**src/rtl/poke_select_ctrl.sv**
```systemverilog
`default_nettype none
// ============================================================================
// Module     : poke_select_ctrl
// Description: Sprite select/slide controller: browse a cursor over sprite
//              renderers, confirm to slide the chosen one to a parked slot.
//              Optional macro POKE_AUTOCYCLE_EN enables idle auto-advance.
// Revision   : 1.0 - initial release
// ============================================================================
module poke_select_ctrl #(
   parameter int NUM_SPRITES = 4,
   parameter int HOME_X      = 220,
   parameter int HOME_Y      = 140,
   parameter int TARGET_X    = 40,
   parameter int STEP        = 4,
   parameter int AUTO_FRAMES = 120
) (
   input  logic                   clk,
   input  logic                   rst,
   input  logic [9:0]             x,
   input  logic [8:0]             y,
   input  logic                   btn_next,
   input  logic                   btn_confirm,
   output logic [NUM_SPRITES-1:0] chosen,
   output logic [9:0]             x0,
   output logic [8:0]             y0,
   output logic                   locked
);

   localparam int CW = $clog2(NUM_SPRITES);
   localparam logic [CW-1:0] c_CURSOR_LAST = CW'(NUM_SPRITES - 1);
   localparam logic [9:0]    c_HOME_X      = 10'(HOME_X);
   localparam logic [8:0]    c_HOME_Y      = 9'(HOME_Y);
   localparam logic [9:0]    c_TARGET_X    = 10'(TARGET_X);
   localparam logic [10:0]   c_TARGET_X11  = 11'(TARGET_X);
   localparam logic [10:0]   c_STEP11      = 11'(STEP);

   generate
      if ((NUM_SPRITES < 2) || (NUM_SPRITES > 8)) begin : g_chk_num
         $error("poke_select_ctrl: NUM_SPRITES out of range 2..8");
      end
      if ((STEP < 1) || (STEP > 64)) begin : g_chk_step
         $error("poke_select_ctrl: STEP out of range 1..64");
      end
      if (TARGET_X >= HOME_X) begin : g_chk_target
         $error("poke_select_ctrl: TARGET_X must be below HOME_X");
      end
      if (AUTO_FRAMES < 1) begin : g_chk_auto
         $error("poke_select_ctrl: AUTO_FRAMES must be at least 1");
      end
   endgenerate

   typedef enum logic [1:0] {
      S_IDLE   = 2'd0,
      S_BROWSE = 2'd1,
      S_SLIDE  = 2'd2,
      S_LOCKED = 2'd3
   } state_t;

   state_t        r_state, w_state_next;
   logic [CW-1:0] r_cursor, w_cursor_next, w_cursor_inc;
   logic [9:0]    r_x0, w_x0_next;
   logic          r_next_prev, r_conf_prev, r_armed;
   logic          w_next_edge, w_conf_edge, w_tick;
   logic [10:0]   w_sub;

   // r_armed masks edges for the first cycle after reset so a button held
   // through reset release is absorbed into the history, not seen as a press.
   assign w_next_edge  = r_armed & btn_next    & ~r_next_prev;
   assign w_conf_edge  = r_armed & btn_confirm & ~r_conf_prev;
   assign w_tick       = (x == 10'd0) && (y == 9'd0);
   assign w_sub        = {1'b0, r_x0} - c_STEP11;
   assign w_cursor_inc = (r_cursor == c_CURSOR_LAST) ? '0 : r_cursor + 1'b1;

`ifdef POKE_AUTOCYCLE_EN
   localparam int CNTW = $clog2(AUTO_FRAMES + 1);
   localparam logic [CNTW-1:0] c_AUTO_LAST = CNTW'(AUTO_FRAMES - 1);
   logic [CNTW-1:0] r_auto_cnt, w_auto_cnt_next;

   always_ff @(posedge clk) begin
      if (rst) r_auto_cnt <= '0;
      else     r_auto_cnt <= w_auto_cnt_next;
   end
`endif

   always_ff @(posedge clk) begin
      if (rst) begin
         r_state     <= S_IDLE;
         r_cursor    <= '0;
         r_x0        <= c_HOME_X;
         r_next_prev <= 1'b0;
         r_conf_prev <= 1'b0;
         r_armed     <= 1'b0;
      end else begin
         r_state     <= w_state_next;
         r_cursor    <= w_cursor_next;
         r_x0        <= w_x0_next;
         r_next_prev <= btn_next;
         r_conf_prev <= btn_confirm;
         r_armed     <= 1'b1;
      end
   end

   always_comb begin
      w_state_next  = r_state;
      w_cursor_next = r_cursor;
      w_x0_next     = r_x0;
`ifdef POKE_AUTOCYCLE_EN
      w_auto_cnt_next = '0;
`endif
      case (r_state)
         S_IDLE: begin
            if (w_next_edge || w_conf_edge) begin
               w_state_next  = S_BROWSE;
               w_cursor_next = '0;
            end
         end
         S_BROWSE: begin
            // Confirm has priority over a coincident next edge.
            if (w_conf_edge) begin
               w_state_next = S_SLIDE;
            end else if (w_next_edge) begin
               w_cursor_next = w_cursor_inc;
            end
`ifdef POKE_AUTOCYCLE_EN
            else if (w_tick) begin
               if (r_auto_cnt == c_AUTO_LAST) begin
                  w_cursor_next = w_cursor_inc;
               end else begin
                  w_auto_cnt_next = r_auto_cnt + 1'b1;
               end
            end else begin
               w_auto_cnt_next = r_auto_cnt;
            end
`endif
         end
         S_SLIDE: begin
            // Bit 10 of the 11-bit difference flags a borrow past zero.
            if (w_tick) begin
               if (w_sub[10] || (w_sub <= c_TARGET_X11)) begin
                  w_x0_next    = c_TARGET_X;
                  w_state_next = S_LOCKED;
               end else begin
                  w_x0_next = w_sub[9:0];
               end
            end
         end
         S_LOCKED: begin
            if (w_conf_edge) begin
               w_state_next = S_BROWSE;
               w_x0_next    = c_HOME_X;
            end
         end
         default: begin
            w_state_next  = S_IDLE;
            w_cursor_next = '0;
            w_x0_next     = c_HOME_X;
         end
      endcase
   end

   assign chosen = (r_state == S_IDLE) ? '0 : (NUM_SPRITES'(1) << r_cursor);
   assign x0     = r_x0;
   assign y0     = c_HOME_Y;
   assign locked = (r_state == S_LOCKED);

endmodule
`default_nettype wire

```
**config.mk**
```make
export PLATFORM = sky130hd
export DESIGN_NAME = poke_select_ctrl
export DESIGN_NICKNAME = d
export VERILOG_FILES = /design/src/rtl/poke_select_ctrl.sv
export SDC_FILE = /design/constraint.sdc
export NUM_CORES = 1
export LEC_CHECK = 0
export BUFFER_PORTS_ARGS = -buffer_cell sky130_fd_sc_hd__buf_2
export CAP_MARGIN = 15
export CORE_ASPECT_RATIO = 1.4
export CORE_MARGIN = 1
export CORE_UTILIZATION = 52
export DETAILED_ROUTE_END_ITERATION = 8
export GPL_ROUTABILITY_DRIVEN = 0
export PLACE_DENSITY = 0.85
export SYNTH_ARGS = -nofsm -noshare
export SYNTH_HDL_FRONTEND = slang
export SYNTH_SLANG_ARGS = --single-unit
```
**constraint.sdc**
```tcl
create_clock -name clk -period 6.2 [get_ports clk]
set_clock_uncertainty 0.2 [all_clocks]
set_input_delay 0.62 -clock clk [delete_from_list [all_inputs] [get_ports clk]]
set_output_delay 0.62 -clock clk [all_outputs]
set_load 0.005 [all_outputs]
```
==> flow_metrics.env, run 1 <==
export IMPL_status="finished clean"
export IMPL_drc=0
export IMPL_hpwlAfterDp_um=2070
export IMPL_fillCellCount=199
export IMPL_drive_above_1_share_pct=27.1
export IMPL_cts_tree="done"
export IMPL_p_per_area_nw_per_um2=227
export IMPL_ys_ff_latch=15
export IMPL_post_cts_resized=0
export IMPL_finalMaxSlewViolations=0
export IMPL_design_area_um2=1360
export IMPL_dp_cells=199
export IMPL_rsz0062_at_grt="no"
export IMPL_crit_path_max_fanout=7
export IMPL_cp_arrival_ps=2610
export IMPL_cts_root_buf="clkbuf_4"
export IMPL_critPathLaunchType="flop"
export IMPL_clk_path_buf_depth=2
export IMPL_cts_buffers=3
export IMPL_diodes=0
export IMPL_ant_nets=0
export IMPL_p_leak_nw=0.623
export IMPL_routed_via_count=1147
export IMPL_ios=47
export IMPL_firstDrtPassIters=4
export IMPL_synthTopCellsByArea="dfxtp_1 25%, ha_1 11%, buf_4 6.9%"
export IMPL_whs_path_depth=2
export IMPL_hold_class="reg2reg"
export IMPL_postLayoutCoreUtil_pct=62.6
export IMPL_viasPerCell=5.65
export IMPL_setup_viol=0
export IMPL_die_h_um=58.9
export IMPL_synth_top_area_share_pct=25.0
export IMPL_yosysWarnings=0
export IMPL_min_period_over_period_pct=42.4
export IMPL_grt_use_total_pct=22.6
export IMPL_stdcell_count=203
export IMPL_synthFlopType="dfxtp_1"
export IMPL_grt_pass1_vias=1058
export IMPL_cts_sinks=15
export IMPL_syn_to_final_growth_pct=13.4
export IMPL_nets=216
export IMPL_initial_core_util_pct=55.2
export IMPL_cap_violations=0
export IMPL_wl_um=2600
export IMPL_hold_slack_ps=321
export IMPL_synth_top_area_cell="dfxtp_1"
export IMPL_async_reset_ff_share_pct=0
export IMPL_reg2reg_depth=8
export IMPL_grt_pass1_wl_um=4370
export IMPL_die_x_um=42.6
export IMPL_port_buffer_count=35
export IMPL_end_kind="flop"
export IMPL_multi_input_area_um2=797
export IMPL_h_tree_depth=1
export IMPL_syn_area_um2=1200
export IMPL_routedWlPerCell_um=12.8
export IMPL_seq_area_frac_synth_pct=25.0
export IMPL_syn_avg_cell_area_um2=8.18
export IMPL_path_clk_slew_ps=90
export IMPL_drt_iter0_markers=30
export IMPL_final_common_cell="buf_2"
export IMPL_final_cell_mix="35 x buf_2, 15 x nor2_1, 15 x dfxtp_1"
export IMPL_dieArea_um2=2510
export IMPL_post_cts_buffers=0
export IMPL_synth_cell_types=45
export IMPL_criticalPathCategory="reg2reg"
export IMPL_core_area_um2=2180
export IMPL_antenna_found_initial=0
export IMPL_regArea_um2=300
export IMPL_finalHoldViolCount=0
export IMPL_grt_overflow=0
export IMPL_cp_required_ps=6180
export IMPL_fmax_mhz=380
export IMPL_min_period_ps=2630
export IMPL_insertion_delay_ps=290
export IMPL_syn_inst=147
export IMPL_setup_tns_final_ps=0
export IMPL_ir_drop_uv=126
export IMPL_row_count=20
export IMPL_cts_hold_buf=0
export IMPL_postPlaceCellArea_um2=1340
export IMPL_synth_edff_count=0
export IMPL_grt_max_degree=17
[sequential cells by signal (all words and copies together) (netlist names)]
register / flops
x0: 8
r_next_prev: 1
r_armed: 1
r_state: 2
r_cursor: 2
r_conf_prev: 1
[cells by family after synthesis]
group                      synth area share, %
AOI/OAI and AO/OA                         16.2
xor gates and xnor gates                 0.729
adders and majority gates                 11.4
buffers and inverters                     11.6
DFF                                       25.0
muxes                                     2.60
other                                    0.625
and+or+nand+nor                           31.8
[metal layers]
metal / vias to the layer above / GRT usage (%) / share of wire (%)
met4: 0 / 11.2 / 1.9
met2: 49 / 42.9 / 55
met1: 532 / 24.0 / 38
met5: - / 0 / 0
li1: 561 / - / -
met3: 5 / 2.76 / 5.0
[cells in the mapped netlist (all sizes together), types with 2 or more instances]
master,number
dfxtp,15
nor2,15
buf,12
ha,11
inv,10
a21oi,8
nand2,8
nor2b,8
nor4,7
nor3,6
o21ai,5
nand3,3
or2,3
a211oi,2
a31oi,2
and2,2
and3,2
clkbuf,2
conb,2
mux2i,2
o211ai,2
o31ai,2
or3b,2
or4,2
[path summary, 6_finish.rpt]
kind / startpoint / slack (ps) / end
setup reg to reg: x0[2] / 3570 / r_state[0]
hold reg to reg: r_state[1] / 320 / r_state[1]
setup / recovery: x0[2] / 3570 / r_state[0]
hold / removal: r_state[1] / 320 / r_state[1]
[per-stage QoR]
| step | power (mW) | worst slack (ps) |
|---|---|---|
| floorplan | 0.224 | 3780 |
| global placement | 0.245 | 3620 |
| detailed placement | 0.256 | 3530 |
| CTS | 0.311 | 3570 |
| global route | 0.337 | 3480 |
| finish | 0.310 | 3570 |
[cell type report]
| class | count | area share, % |
|---|---|---|
| multi-input combinational | 117 | 58.4 |
| sequential | 15 | 22.0 |
| timing repair buffer | 35 | 12.8 |
| inverter | 10 | 2.75 |
| tap | 22 | 2.02 |
| clock buffer | 4 | 1.93 |
[power breakdown]
group | total (mW) | switching, mW | leakage [nW] | internal [mW]
registers | 0.129 | 0.0204 | 0.123 | 0.109
clock network | 0.0568 | 0.0318 | 0.0150 | 0.0250
logic | 0.124 | 0.0690 | 0.485 | 0.0550
total | 0.310 | 0.121 | 0.623 | 0.189
[critical path: stages, from the launching register on]
cell and delay, ps:
dfxtp_1 390, inv_1 100, ha_1 270, or3b_4 440, a211oi_4 310, and3_1 190, o31ai_1 80, a21oi_2 200
mux2_1 330
(Power assumes the default switching activity.)
==> run 2, diff against run 1 <==
Settings changed: CORE_UTILIZATION 52 to 48, PLACE_DENSITY 0.85 to 0.79.
Clock period 6.2 ns to 2.65 ns, I/O delays scaled along.
==> flow_metrics.env, run 2 (synthesized netlist as in run 1, its figures left out) <==
export IMPL_grt_use_total_pct=20.6
export IMPL_drive_above_1_share_pct=28.3
export IMPL_drc=0
export IMPL_cp_arrival_ps=2440
export IMPL_setup_viol=0
export IMPL_crit_path_max_fanout=7
export IMPL_criticalPathCategory="reg2reg"
export IMPL_drt_iter0_markers=23
export IMPL_min_period_ps=2460
export IMPL_grt_pass1_wl_um=4230
export IMPL_final_common_cell="buf_2"
export IMPL_cts_tree="done"
export IMPL_die_x_um=44.3
export IMPL_clk_path_buf_depth=2
export IMPL_largest_reg_flops=8
export IMPL_cp_required_ps=2640
export IMPL_row_count=21
export IMPL_port_buffer_count=35
export IMPL_fmax_mhz=407
export IMPL_finalHoldViolCount=0
export IMPL_ant_nets=0
export IMPL_critPathLaunchType="flop"
export IMPL_p_leak_nw=0.635
export IMPL_status="finished clean"
export IMPL_final_cell_mix="35 x buf_2, 15 x nor2_1, 15 x dfxtp_1"
export IMPL_ir_drop_uv=298
export IMPL_grt_max_degree=17
export IMPL_finalMaxSlewViolations=0
export IMPL_antenna_found_initial=0
export IMPL_grt_pass1_vias=1033
export IMPL_insertion_delay_ps=290
export IMPL_routed_via_count=1144
export IMPL_dp_cells=211
export IMPL_h_tree_depth=1
export IMPL_viasPerCell=5.25
export IMPL_dieArea_um2=2710
export IMPL_diodes=0
export IMPL_min_period_over_period_pct=92.7
export IMPL_end_kind="flop"
export IMPL_cts_root_buf="clkbuf_4"
export IMPL_syn_to_final_growth_pct=17.3
export IMPL_die_h_um=61.2
export IMPL_cap_violations=0
export IMPL_nets=219
export IMPL_cts_buffers=3
export IMPL_grt_overflow=0
export IMPL_hold_class="in2reg"
export IMPL_core_area_um2=2390
export IMPL_initial_core_util_pct=50.3
export IMPL_wl_um=2550
export IMPL_ios=47
export IMPL_setup_tns_final_ps=0
export IMPL_cts_sinks=15
export IMPL_routedWlPerCell_um=11.7
export IMPL_path_clk_slew_ps=90
export IMPL_p_per_area_nw_per_um2=523
export IMPL_stdcell_count=218
export IMPL_rsz0062_at_grt="no"
export IMPL_firstDrtPassIters=4
export IMPL_hpwlAfterDp_um=2040
[run 2: changes by cell type in the layout (fill, tap and decap cells not counted), sizes merged]
cell	change
clkbuf	-1
clkinv	+1
buf	+1
dlygate4sd3	+2
[run 2: routing by layer]
layer | GRT usage [%] | up-vias | part of all wire [%]
met4 | 11.3 | 0 | 2.0
met2 | 38.0 | 27 | 55
li1 | - | 566 | -
met3 | 2.64 | 7 | 2.2
met1 | 22.4 | 544 | 41
met5 | 0 | - | 0
[run 2: worst max-delay path, stage by stage (launching register included)]
cell,delay [ps]
dfxtp_1,380
inv_1,100
ha_2,220
or3b_4,420
a211oi_4,260
and3_1,190
o31ai_1,80
a21oi_2,180
mux2_1,330
[run 2: final timing paths]
check                           cells past startpoint          end  slack, ps        from
worst max-delay path                                8   r_state[0]        190       x0[2]
worst max register to register                      8   r_state[0]        190       x0[2]
worst min register to register                      2   r_state[1]        320  r_state[1]
worst min-delay path                                2  r_cursor[0]        120         rst
[run 2: through the flow]
stage                     utilization [%]  hold slack (ps)  setup slack [ps]  power, mW  area (µm²)
after floorplan                         -              183               229      0.524        1240
after global placement               56.6              293               195      0.575        1350
after detailed placement             56.6              300               110      0.590        1350
after CTS                            58.6              121              97.6      0.724        1400
after global routing                 59.0              141              26.9      0.792        1410
final                                59.0              124               193      0.737        1410
[run 2: report_power, final]
part	switching [mW]	total, mW	internal (mW)
Clock	0.0758	0.132	0.0562
Sequential	0.0476	0.302	0.255
Combinational	0.161	0.303	0.143
[run 2: area by class of cell]
type	instances	area [µm²]
fill	213	981
clock buffer	3	22.5
tap	34	42.5
timing repair buffer	38	203
sequential	15	300
clock inverter	1	5.00
multi-input combinational	117	800
inverter	10	37.5
[run 2: repair_timing]
action                     in CTS  in global routing
gates resized for setup         0                  1
hold endpoints to repair        2                  0
buffers inserted                0                  1
setup endpoints to repair       0                  1
hold buffers                    2                  0
==> run 3, diff against run 2 <==
Settings changed: BUFFER_PORTS_ARGS -buffer_cell sky130_fd_sc_hd__buf_2 to -buffer_cell sky130_fd_sc_hd__clkbuf_2, PLACE_DENSITY 0.79 to 0.91.
==> flow_metrics.env, run 3 (synthesized netlist as in run 1, its figures left out) <==
export IMPL_grt_max_degree=17
export IMPL_criticalPathCategory="reg2reg"
export IMPL_grt_pass1_wl_um=3820
export IMPL_cp_arrival_ps=2520
export IMPL_grt_overflow=0
export IMPL_status="finished clean"
export IMPL_cap_violations=0
export IMPL_setup_tns_final_ps=0
export IMPL_die_h_um=61.2
export IMPL_routed_via_count=1147
export IMPL_drc=0
export IMPL_cts_root_buf="clkbuf_4"
export IMPL_stdcell_count=218
export IMPL_setup_viol=0
export IMPL_min_period_over_period_pct=95.7
export IMPL_ios=47
export IMPL_power_uw=732
export IMPL_antenna_found_initial=0
export IMPL_drt_iter0_markers=19
export IMPL_insertion_delay_ps=290
export IMPL_grt_pass1_vias=957
export IMPL_wl_um=2490
export IMPL_nets=219
export IMPL_ir_drop_uv=280
export IMPL_finalMaxSlewViolations=0
export IMPL_row_count=21
export IMPL_ant_nets=0
export IMPL_clk_path_buf_depth=2
export IMPL_cts_tree="done"
export IMPL_final_cell_mix="35 x clkbuf_2, 15 x nor2_1, 15 x dfxtp_1"
export IMPL_h_tree_depth=1
export IMPL_firstDrtPassIters=4
export IMPL_initial_core_util_pct=50.3
export IMPL_fmax_mhz=394
export IMPL_p_leak_nw=0.637
export IMPL_setup_ws_ps=115
export IMPL_drive_above_1_share_pct=27.7
export IMPL_dieArea_um2=2710
export IMPL_viasPerCell=5.26
export IMPL_critPathLaunchType="flop"
export IMPL_largest_reg_flops=8
export IMPL_hold_class="in2reg"
export IMPL_grt_use_total_pct=19.0
export IMPL_syn_to_final_growth_pct=17.2
export IMPL_path_clk_slew_ps=90
export IMPL_rsz0062_at_grt="no"
export IMPL_final_common_cell="clkbuf_2"
export IMPL_crit_path_max_fanout=7
export IMPL_dp_cells=212
export IMPL_hpwlAfterDp_um=1920
export IMPL_post_cts_buffers=0
export IMPL_core_area_um2=2390
export IMPL_p_per_area_nw_per_um2=519
export IMPL_end_kind="flop"
export IMPL_diodes=0
export IMPL_cp_required_ps=2630
export IMPL_min_period_ps=2530
export IMPL_cts_sinks=15
export IMPL_finalHoldViolCount=0
export IMPL_die_x_um=44.3
export IMPL_port_buffer_count=35
export IMPL_pre_cts_ws_ps=114
export IMPL_routedWlPerCell_um=11.4
export IMPL_cts_buffers=3
[run 3: what timing repair did]
| item | 4_1_cts | 5_1_grt |
|---|---|---|
| endpoints found under the hold margin | 2 | 0 |
| hold buffers | 2 | 0 |
| setup endpoints to repair | 0 | 1 |
| resized for setup | 0 | 1 |
[run 3: layer usage]
metal	part of all wire (%)	track usage [%]	vias to the layer above
met5	0	0	-
met4	1.1	9.09	0
met3	5.1	2.93	4
met2	52	37.0	42
met1	42	19.4	532
li1	-	-	569
[run 3: critical path: stages, from the launching register on]
cell and delay, ps:
dfxtp_1 390, inv_1 90, ha_2 220, or3b_4 430, a211oi_4 300, and3_1 190
o31ai_1 80, a21oi_2 200, mux2_1 330
[run 3: final timing paths]
path / start / to / slack, ps / depth (start not counted)
hold / removal: rst / r_next_prev / 160 / 2
setup reg to reg: x0[3] / r_state[0] / 120 / 8
setup / recovery: x0[3] / r_state[0] / 120 / 8
hold reg to reg: r_state[1] / r_state[1] / 310 / 2
[run 3: power breakdown]
part	switching, mW	total (mW)	internal, mW	leakage, nW
Sequential	0.0356	0.290	0.254	0.123
Combinational	0.167	0.305	0.138	0.499
Clock	0.0780	0.137	0.0586	0.0150
[run 3: layout make-up]
class	count	area [µm²]
Multi-Input combinational cell	117	800
Timing Repair Buffer	38	203
Tap cell	34	42.5
Sequential cell	15	300
Inverter	10	37.5
Fill cell	210	982
Clock buffer	4	26.3
[run 3: through the flow]
stage	area, µm²	hold slack [ps]	utilization, %
floorplan	1240	183	-
global placement	1360	288	56.9
detailed placement	1360	292	56.9
CTS	1410	147	58.8
global route	1410	157	58.9
finish	1410	159	58.9
